File: src/rtl/mem_port_arbiter.sv
`timescale 1ns/1ps
`default_nettype none
// ============================================================================
// Module      : mem_port_arbiter
// Description : Shares one single-ported synchronous memory between the CPU
//               instruction-fetch port and the data load/store port. Grants at
//               most one request per cycle, tracks the single outstanding read
//               and steers the returning read data to its owner. Data accesses
//               win arbitration unless fetch has lost MAX_STARVE times in a row.
// Revision    : 1.0 - initial release
// ============================================================================
module mem_port_arbiter #(
    parameter int ADDR_W     = 32,
    parameter int DATA_W     = 32,
    parameter int RD_LAT     = 2,
    parameter int MAX_STARVE = 3
) (
    input  logic              clk,
    input  logic              nreset,
    input  logic              clk_en,
    // instruction fetch port
    input  logic              if_req,
    input  logic [ADDR_W-1:0] if_addr,
    output logic              if_gnt,
    output logic              if_rvalid,
    output logic [DATA_W-1:0] if_rdata,
    // data load/store port
    input  logic              d_req,
    input  logic              d_we,
    input  logic [ADDR_W-1:0] d_addr,
    input  logic [DATA_W-1:0] d_wdata,
    output logic              d_gnt,
    output logic              d_rvalid,
    output logic [DATA_W-1:0] d_rdata,
    // memory macro
    output logic              mem_en,
    output logic              mem_we,
    output logic [ADDR_W-1:0] mem_a,
    output logic [DATA_W-1:0] mem_wdata,
    input  logic [DATA_W-1:0] mem_rdata,
    // status
    output logic              busy
);

    // Latency counter holds RD_LAT-1 (at most 6), so three bits suffice.
    localparam int c_cnt_w = 3;
    localparam int c_stv_w = (MAX_STARVE < 1) ? 1 : $clog2(MAX_STARVE + 1);

    localparam logic [c_cnt_w-1:0] c_cnt_load   = c_cnt_w'(RD_LAT - 1);
    localparam logic [c_cnt_w-1:0] c_cnt_zero   = '0;
    localparam logic [c_stv_w-1:0] c_starve_max = c_stv_w'(MAX_STARVE);
    localparam logic [c_stv_w-1:0] c_starve_one = c_stv_w'(1);

    localparam logic [0:0] c_st_idle    = 1'b0;
    localparam logic [0:0] c_st_rd_wait = 1'b1;

    localparam logic [1:0] c_own_none = 2'd0;
    localparam logic [1:0] c_own_if   = 2'd1;
    localparam logic [1:0] c_own_d    = 2'd2;

    logic [0:0]         state_q,  state_d;
    logic [1:0]         owner_q,  owner_d;
    logic [c_cnt_w-1:0] cnt_q,    cnt_d;
    logic [c_stv_w-1:0] starve_q, starve_d;

    logic w_rsp_cycle;
    logic w_arb;
    logic w_d_first;
    logic w_win_if;
    logic w_win_d;
    logic w_rd_grant;

    // The response cycle of an outstanding read doubles as an arbitration
    // cycle so reads can issue back to back. Nothing is granted while clk_en
    // is low, and the reset term keeps grants quiet while reset is asserted.
    assign w_rsp_cycle = (state_q == c_st_rd_wait) && (cnt_q == c_cnt_zero) && clk_en;
    assign w_arb       = nreset && clk_en &&
                         ((state_q == c_st_idle) || (cnt_q == c_cnt_zero));

    // Data has priority until fetch has lost MAX_STARVE arbitrations in a row.
    assign w_d_first   = d_req && (starve_q < c_starve_max);
    assign w_win_if    = w_arb && if_req && !w_d_first;
    assign w_win_d     = w_arb && d_req && !w_win_if;
    assign w_rd_grant  = w_win_if || (w_win_d && !d_we);

    // State register: FSM state, read owner, latency counter, starve counter.
    always_ff @(posedge clk or negedge nreset) begin
        if (!nreset) begin
            state_q  <= c_st_idle;
            owner_q  <= c_own_none;
            cnt_q    <= c_cnt_zero;
            starve_q <= '0;
        end else begin
            state_q  <= state_d;
            owner_q  <= owner_d;
            cnt_q    <= cnt_d;
            starve_q <= starve_d;
        end
    end

    // Next-state logic: everything holds while clk_en is low.
    always_comb begin
        state_d  = state_q;
        owner_d  = owner_q;
        cnt_d    = cnt_q;
        starve_d = starve_q;

        if (clk_en) begin
            // Count down the outstanding read; its response cycle retires it.
            if (state_q == c_st_rd_wait) begin
                if (cnt_q != c_cnt_zero) begin
                    cnt_d = cnt_q - 3'd1;
                end else begin
                    state_d = c_st_idle;
                    owner_d = c_own_none;
                end
            end

            // A new read (possibly in the response cycle) takes ownership.
            // Stores complete at the grant edge and leave the FSM in IDLE.
            if (w_rd_grant) begin
                state_d = c_st_rd_wait;
                owner_d = w_win_if ? c_own_if : c_own_d;
                cnt_d   = c_cnt_load;
            end
        end

        // Fetch losses are only counted when an arbitration actually happens.
        if (w_arb) begin
            if (!if_req || w_win_if) begin
                starve_d = '0;
            end else if (starve_q < c_starve_max) begin
                starve_d = starve_q + c_starve_one;
            end
        end
    end

    // Output logic: grants and memory strobes follow the arbitration result;
    // read data is steered to the registered owner in the response cycle.
    always_comb begin
        if_gnt    = w_win_if;
        d_gnt     = w_win_d;
        mem_en    = w_win_if || w_win_d;
        mem_we    = w_win_d && d_we;
        mem_a     = '0;
        mem_wdata = '0;
        if_rvalid = 1'b0;
        d_rvalid  = 1'b0;
        if_rdata  = '0;
        d_rdata   = '0;
        busy      = (state_q == c_st_rd_wait);

        if (w_win_if) begin
            mem_a = if_addr;
        end else if (w_win_d) begin
            mem_a = d_addr;
            if (d_we) begin
                mem_wdata = d_wdata;
            end
        end

        if (w_rsp_cycle) begin
            if (owner_q == c_own_if) begin
                if_rvalid = 1'b1;
                if_rdata  = mem_rdata;
            end else if (owner_q == c_own_d) begin
                d_rvalid = 1'b1;
                d_rdata  = mem_rdata;
            end
        end
    end

endmodule
`default_nettype wire
File: config.mk
export PLATFORM = sky130hd
export DESIGN_NAME = mem_port_arbiter
export DESIGN_NICKNAME = d
export VERILOG_FILES = /design/src/rtl/mem_port_arbiter.sv
export SDC_FILE = /design/constraint.sdc
export NUM_CORES = 1
export LEC_CHECK = 0
export ABC_CLOCK_PERIOD_IN_PS = 2500
export CAP_MARGIN = 30
export CORE_AREA = 2 2 104 106
export CTS_CLUSTER_DIAMETER = 50
export CTS_CLUSTER_SIZE = 24
export DETAILED_ROUTE_END_ITERATION = 8
export DIE_AREA = 0 0 106 108
export GPL_TIMING_DRIVEN = 0
export HOLD_SLACK_MARGIN = 0.15
export PLACE_DENSITY = 0.6
export REMOVE_ABC_BUFFERS = 1
export SLEW_MARGIN = 30
export SYNTH_ARGS = -nofsm -noshare
export SYNTH_HDL_FRONTEND = slang
export SYNTH_SLANG_ARGS = --single-unit
export TNS_END_PERCENT = 30
File: constraint.sdc
create_clock -name clk -period 2.5 [get_ports clk]
set_input_delay 0.75 -clock clk [delete_from_list [all_inputs] [get_ports clk]]
set_output_delay 0.75 -clock clk [all_outputs]
set_load 0.02 [all_outputs]
# Word-level counts from Yosys, hierarchy flattened
# Cells that the tools add are included.
op_classes:
  n_addsub: 2
  magnitude_cmp: 1
  eq_ne: 3
  muxes: 27
  bitwise: 1
  n_reduce_logical: 27
op_table:
  columns: ["op", "count"]
  rows:
  - ["32-bit 2-to-1 mux", 10]
  - ["2-bit 2-to-1 mux", 6]
  - ["1-bit logical AND", 11]
  - ["3-bit 2-to-1 mux", 3]
  - ["1-bit 2-to-1 mux", 8]
  - ["3-bit AND reduction", 2]
  - ["2-bit nonzero test", 3]
  - ["1-bit zero test", 4]
  - ["1-bit logical OR", 4]
  - ["3-bit zero test", 1]
  - ["3-bit nonzero test", 1]
  - ["3-bit by 1-bit subtractor with 3-bit output (second input constant)", 1]
  - ["2-bit by 1-bit adder with 2-bit output (second input constant)", 1]
  - ["2-bit by 1-bit == test with 1-bit output (second input constant)", 1]
  - ["2-bit == test (second input constant)", 1]
  - ["2-bit < comparator (second input constant)", 1]
  - ["2-bit inequality test (second input constant)", 1]
  - ["2-bit AND reduction", 1]
  - ["1-bit NOT", 1]
totals:
  regBits: 8
  inputBits: 134

# Longest topological paths before layout
logic_depth:
  depth_word: 11
  depth_mapped: 7
  ltp_nobuf: 6

# Worst setup path after synthesis
# Ideal clock, no wire load.
synth_timing:
  path_kind: "in2out"
  startpoint: "in d_req"
  endpoint: "out mem_wdata[22]"
  arrival_time_ps: 1715
  t_required_ps: 1750
  setup_slack_ps: 35
  stages: 4
  path_cell_list: "a21boi_2 -> nor3b_4 -> buf_6 -> and2_1"
synth_between:
  elab_chain_len: 7
synth_lines:
  columns: ["element", "line_no", "rtl"]
  rows:
  - ["from (decl)", "28", "input logic d_req,"]
  - ["1-bit logical AND", "81", "assign w_d_first = d_req && (starve_q < c_starve_max);"]
  - ["1-bit zero test", "82", "assign w_win_if = w_arb && if_req && !w_d_first;"]
  - ["1-bit logical AND", "82", null]
  - ["1-bit zero test", "83", "assign w_win_d = w_arb && d_req && !w_win_if;"]
  - ["1-bit logical AND", "83", null]
  - ["32-bit 2-to-1 mux", "155", "end else if (w_win_d) begin"]
  - ["32-bit 2-to-1 mux (*)", "153", "if (w_win_if) begin"]
  - ["to (decl)", "39", "output logic [DATA_W-1:0] mem_wdata,"]
# Mark *: on every way between the ends. The rest lies on a longest branch, timed or not.

# Final worst setup path
layout_timing:
  startpoint: "in if_req"
  endpoint: "out mem_wdata[7]"
layout_between:
  elab_chain_len: 6
layout_lines:
  columns: ["element", "line_no", "rtl"]
  rows:
  - ["from (decl)", "22", "input logic if_req,"]
  - ["1-bit logical AND (*) (2 in a row)", "82", null]
  - ["1-bit zero test", "83", null]
  - ["1-bit logical AND", "83", null]
  - ["32-bit 2-to-1 mux", "155", null]
  - ["32-bit 2-to-1 mux (*)", "153", null]
# Marks and branches as above.

==> flow_summary.ini <==
[cts]
cts_buffers = 3
cts_hold_buffers = 0
cts_tree = done
clockRootBuffer = clkbuf_8
clock_latency_ps = 220
htree_num_levels = 1
clockBufferDepth = 2
clk_pin_slew_ps = 40
cts_sinks = 8

[critical_path]
r2r-start = cnt_q[0]$_DFFE_PN0P_
worstSetupPathType = input port to primary output
rr_worst_depth = 8
crit_fanout = 9
max_stage_delay_ps = 200
cpMostUsedCell = buf_6
path_cells = buf_4, a21boi_4, buf_12, nor3b_4, buf_6, buf_16, and2_4, buf_6
crit_path_top_delay_cell = a21boi_4
reg2reg_to = owner_q[0]$_DFFE_PN0P_
cp.arrival_ps = 1960
critPathLaunchType = input port
regToRegSetupSlack_ps = 650
required_ps = 1750
endpoint_kind = primary output

[grt]
grt.overflow.total = 0
antenna_found_initial = 0
grt_pass1_vias = 2947
grt_usage = 0.1718
grt_pass1_wl_um = 15460
grt_max_degree = 28

[yosys]
seq_area_frac_synth = 0.1221
synthTopCellsByCount = and2_1, nor2_1, a22oi_1, dfrtp_1, nand2_1
async_reset_ff_frac = 1.000
ys_ff_latch = 8
synth_cells = 232
yosys.area.top_type = and2_1
ys.flop_type = dfrtp_1
synth-edff-count = 0
syn_area_um2 = 1639
synthDistinctLibCells = 30
ys_warn_count = 0
syn_avg_cell_area_um2 = 7.065
synth_top_area_share = 0.3702
synthTopCellsByArea = and2_1, a22oi_1, dfrtp_1
yosysMostFrequentCell = and2_1

[drt]
first_pass_iters = 4
antenna_left = 0
num_vias = 2847
drt_iter0_drc = 114
wirelength_um = 11240
avgViaCountPerCell = 4.288
route.detailed.drc = 0
routedWlPerCell_um = 16.93

[power]
total_power_mw = 1.609
power.density_nw_per_um2 = 301.5
p_leak_nw = 2.490
ir_drop_mv = 0.2026

[floorplanning]
core_area_um2 = 10230
die-area_um2 = 11450
die_h_um = 108
start_util = 0.1602
io-pin-count = 269
rows = 37
fp.dieW_um = 106

[timing]
holdWs_ps = 351.8
finClkSkew_ps = 0.7653
finalMaxSlewViolations = 0
setup_viol = 119
finalHoldViolations = 0
worst_pin_slew_ps = 419.0
fin_crit_ps = 2709
rsz0062_at_grt = true
fmax_mhz = 369.1
worst_slack_ps = -209.0
min_period_over_period = 1.084
max_slew_margin = 0.7206

[outcome]
outcome = complete, but fails checks
violations = setup timing

[placed_design]
placed_area_um2 = 4379
hpwl_um = 7500
dp_cells = 617
place_congestion = 0.7193
portBuffers = 268

[job]
drv_cap = 0

[layout]
fin_nets = 667
utilization = 0.5218
syn_to_final_growth_pct = 225.7
n_antenna_cell = 0
final_cells = 664
finalInstanceArea_um2 = 5339
drive_gt1_frac = 0.4886

[min_path]
holdCritPathClass = input port to asynchronous set/reset pin
## registers in the layout, indices dropped and copies added, names as in the netlist
name	cells
owner_q	2
cnt_q	3
starve_q	2
busy	1
## placed cells by master, fill, tap and decap left out, types with 2 or more instances in the layout
master and instances:
a21boi_4 2, a21o_1 2, a21oi_1 2, a22oi_1 32, and2_1 11, and2_4 88, buf_12 9, buf_16 3
buf_2 4, buf_4 17, buf_6 102, clkbuf_8 3, clkdlybuf4s15_2 11, clkdlybuf4s50_1 129, dfrtp_1 8, dlygate4sd2_1 28
ha_4 2, inv_2 2, nand2_1 7, nor2_1 38, nor3b_4 6
## worst max path at each step
stage,start,to,slack (ps),cells after the start
after floorplan,if_req,mem_wdata[0],-850,3
after global placement,if_req,mem_wdata[1],-2490,5
after detailed placement,d_req,mem_wdata[1],-2140,5
after CTS,cnt_q[0]$_DFFE_PN0P_,mem_wdata[15],-220,10
after global routing,cnt_q[0]$_DFFE_PN0P_,mem_wdata[7],-280,10
final,if_req,mem_wdata[7],-210,8
## critical path: cells and delay by family
kind | cells | cell delay [ps]
buffers and inverters | 5 | 700
AO/OA/AOI/OAI | 1 | 200
AND/OR/NAND/NOR | 2 | 310
## metal layers
| metal | share of wire | vias to the layer above | track usage |
|---|---|---|---|
| met5 | 0 | - | 0 |
| met4 | 0.015 | 0 | 0.03759 |
| met3 | 0.078 | 10 | 0.04159 |
| met2 | 0.56 | 171 | 0.3576 |
| met1 | 0.34 | 1292 | 0.1696 |
| li1 | - | 1374 | - |
## kinds of logic (layout without fill, tap and decap cells)
kind of cell / count (synthesis) / after routing / share of synthesized area
simple gates: 154 / 159 / 0.5565
compound gates: 41 / 42 / 0.1939
buf+inv: 24 / 314 / 0.09236
flops: 8 / 8 / 0.1221
fa+ha+maj: 3 / 3 / 0.02290
xor+xnor: 1 / 1 / 0.005344
mux: 1 / 1 / 0.006870
## per-stage QoR
stage	setup slack [ps]	setup TNS [ps]
6_report	-209.0	-14950
3_3_place_gp	-2491	-237440
5_1_grt	-277.0	-24790
3_5_place_dp	-2139	-211650
4_1_cts	-222.7	-16540
2_1_floorplan	-851.6	-43440
## power breakdown
group          total [mW]  internal, mW  switching (mW)
clock network       0.148         0.104          0.0446
logic                1.19         0.692           0.502
registers           0.267         0.184          0.0834
## timing repair
item                                    CTS  global route
pin swaps                                55            41
endpoints found under the setup margin  134           134
gates cloned                             10             2
buffers inserted                         32             1
gates resized for setup                 654           115
## area by class of cell
type / instances / area (um2)
repair buffers: 307 / 3274
flip-flops and latches: 8 / 200.2
multi-input cells: 206 / 1635
well taps: 136 / 170.2
fillers: 956 / 4892
inverters: 4 / 17.52
clock buffers: 3 / 41.29
Power figures use the tool's default switching activity.
==> edit: new RTL, same flow settings <==
`MAX_STARVE`: 3 -> 6.
--- a/src/rtl/mem_port_arbiter.sv
+++ b/src/rtl/mem_port_arbiter.sv
@@ -14,5 +14,5 @@
     parameter int DATA_W     = 32,
     parameter int RD_LAT     = 2,
-    parameter int MAX_STARVE = 3
+    parameter int MAX_STARVE = 6
 ) (
     input  logic              clk,
Behaviour: not the same (a bounded check fails within 4 cycles, from zero or initial values and one cycle with nreset low).
==> edit against the unedited design <==
  * The flow still finishes with violations (setup timing)
  * Sequential cell count is 1 higher
  * Clock skew about the same
  * Sequential share of layout area up 0.72 points
  * Global-route usage fell by 1.3 points
  * Utilization shrank 2.6 points
  * Wire length decreased by 10%
  * Non-clock buffer count grew 2
  * Fmax down 7.6%
  * Power increased by 6.9%
  * Synthesized area fell by 3.7%
  * Worst setup slack got worse by 220 ps
  * Sequential power up 25%
  * First-iteration DRC count shrank 25%
  * Cell area decreased by 5.1%
==> edit: results <==
{
  "outcome": "finished with violations",
  "violated_checks": "setup timing",
  "diodes": 0,
  "fin_ws_ps": -431,
  "fillerInstances": 973,
  "p_leak_nw": 2.33,
  "avgRoutedWirePerCell_um": 15.9,
  "totalNegativeSetupSlack_ps": -28440,
  "grt_max_degree": 35,
  "met1Wirelength_um": 3820,
  "power-per-cell-area_nw_per_um2": 340,
  "vdd_ir_drop_max_mv": 0.211,
  "gp_congestion": 0.797,
  "clock_net_power_uw": 166,
  "drive_gt1_share_pct": 44.4,
  "grt_pass1_wl_um": 14500,
  "synth_cell_types": 31,
  "worstReg2RegStart": "cnt_q[1]$_DFFE_PN0P_",
  "viasPerCell": 4.28,
  "final_net_count": 636,
  "post_dp_cell_area_um2": 4400,
  "grt.total_usage_pct": 15.8,
  "worst_ep_arrival_time_ps": 2180,
  "synth_sequential_area_ratio_pct": 14.3,
  "critical_path.max_stage_delay_ps": 420,
  "crit_path_top_delay_cell": "sky130_fd_sc_hd__a2111oi_4",
  "post_synth_instance_area_um2": 1580,
  "detail_route.first_pass.iterations": 4,
  "clock_skew_ps": 0.593,
  "tightest_slew_ps": 561,
  "first_global_vias": 2768,
  "worstHoldPathType": "input pin to asynchronous set/reset pin",
  "met2_wirelength_um": 5440,
  "detailroute.wirelength.met3_um": 766,
  "finalSetupViolations": 108,
  "first_iter_violations": 85,
  "reg.largest.list": "cnt_q: 3 flops, starve_q: 3 flops, owner_q: 2 flops",
  "ys_top_cells_by_count": "sky130_fd_sc_hd__and2_1, sky130_fd_sc_hd__and3_1, sky130_fd_sc_hd__a22o_1, sky130_fd_sc_hd__clkbuf_1, sky130_fd_sc_hd__dfrtp_1",
  "seq_power_uw": 333,
  "critical_path_peak_fanout": 7,
  "hpwlAfterDp_um": 7990,
  "switching_power_uw": 684,
  "yosys-top-cells-area": "sky130_fd_sc_hd__and2_1, sky130_fd_sc_hd__a22o_1, sky130_fd_sc_hd__dfrtp_1"
}
==> edit: cell count changes in the layout (fill, tap and decap cells not counted), moves of 12 or more <==
| cell | before | now |
|---|---|---|
| sky130_fd_sc_hd__and2_4 | 88 | 7 |
| sky130_fd_sc_hd__and2_1 | 11 | 58 |
| sky130_fd_sc_hd__nor2_1 | 38 | 1 |
| sky130_fd_sc_hd__a22oi_1 | 32 | 0 |
| sky130_fd_sc_hd__a22o_1 | 0 | 29 |
| sky130_fd_sc_hd__dlygate4sd2_1 | 28 | 0 |
| sky130_fd_sc_hd__clkdlybuf4s15_2 | 11 | 36 |
| sky130_fd_sc_hd__and3_1 | 0 | 21 |
| sky130_fd_sc_hd__and3_4 | 0 | 12 |
| sky130_fd_sc_hd__buf_2 | 4 | 16 |
==> edit: kinds of logic (layout without fill, tap and decap cells) <==
family,Yosys count,count (layout),synth area share (%)
AOI/OAI and AO/OA,48,48,27.4
xor gates and xnor gates,1,1,0.555
adders and majority gates,3,3,2.38
buffers and inverters,25,319,8.49
DFF,9,9,14.3
muxes,1,1,0.634
and+or+nand+nor,115,117,46.2
==> edit: path summary, 6_finish.rpt <==
path                       cells after the start                 endpoint  slack [ps]
hold / removal                                 1     cnt_q[2]$_DFFE_PN0P_         320
setup reg to reg                               9     cnt_q[1]$_DFFE_PN0P_         480
setup / recovery                               8             mem_wdata[0]        -430
max in group asynchronous                      1         busy$_DFFE_PN0P_        2040
min in group clk                               1  starve_q[0]$_DFFE_PN0P_         520
hold reg to reg                                1  starve_q[0]$_DFFE_PN0P_         520
==> edit: layer usage <==
layer / vias to the layer above / global-route usage, %
met5: - / 0
met2: 164 / 31.9
met4: 0 / 1.41
met3: 4 / 3.56
li1: 1320 / -
met1: 1223 / 17.4
==> edit: cell type report <==
cell class | count | share of cell area [%]
flip-flops and latches | 9 | 4.47
inverters | 6 | 0.444
well taps | 136 | 3.36
repair buffers | 309 | 63.0
clock buffers | 4 | 0.889
multi-input cells | 170 | 27.9
==> edit: what timing repair did <==
item                                    4_1_cts  5_1_grt
gates resized for setup                     695       54
endpoints found under the setup margin      140      132
pin swaps                                    14       30
cloned                                        6        1
setup buffers                                23        9
==> edit: worst max-delay path: cells and delay by family <==
| family | cells | cell delay, ps |
|---|---|---|
| AND/OR/NAND/NOR | 2 | 310 |
| AO/OA/AOI/OAI | 1 | 420 |
| buffers and inverters | 5 | 700 |
==> edit: through the flow <==
stage	cells	power, mW	setup WS (ps)
floorplan	183	0.738	-1360
global placement	587	1.24	-3510
detailed placement	595	1.29	-2210
CTS	628	1.68	-450
global route	634	1.82	-474
finish	634	1.72	-431
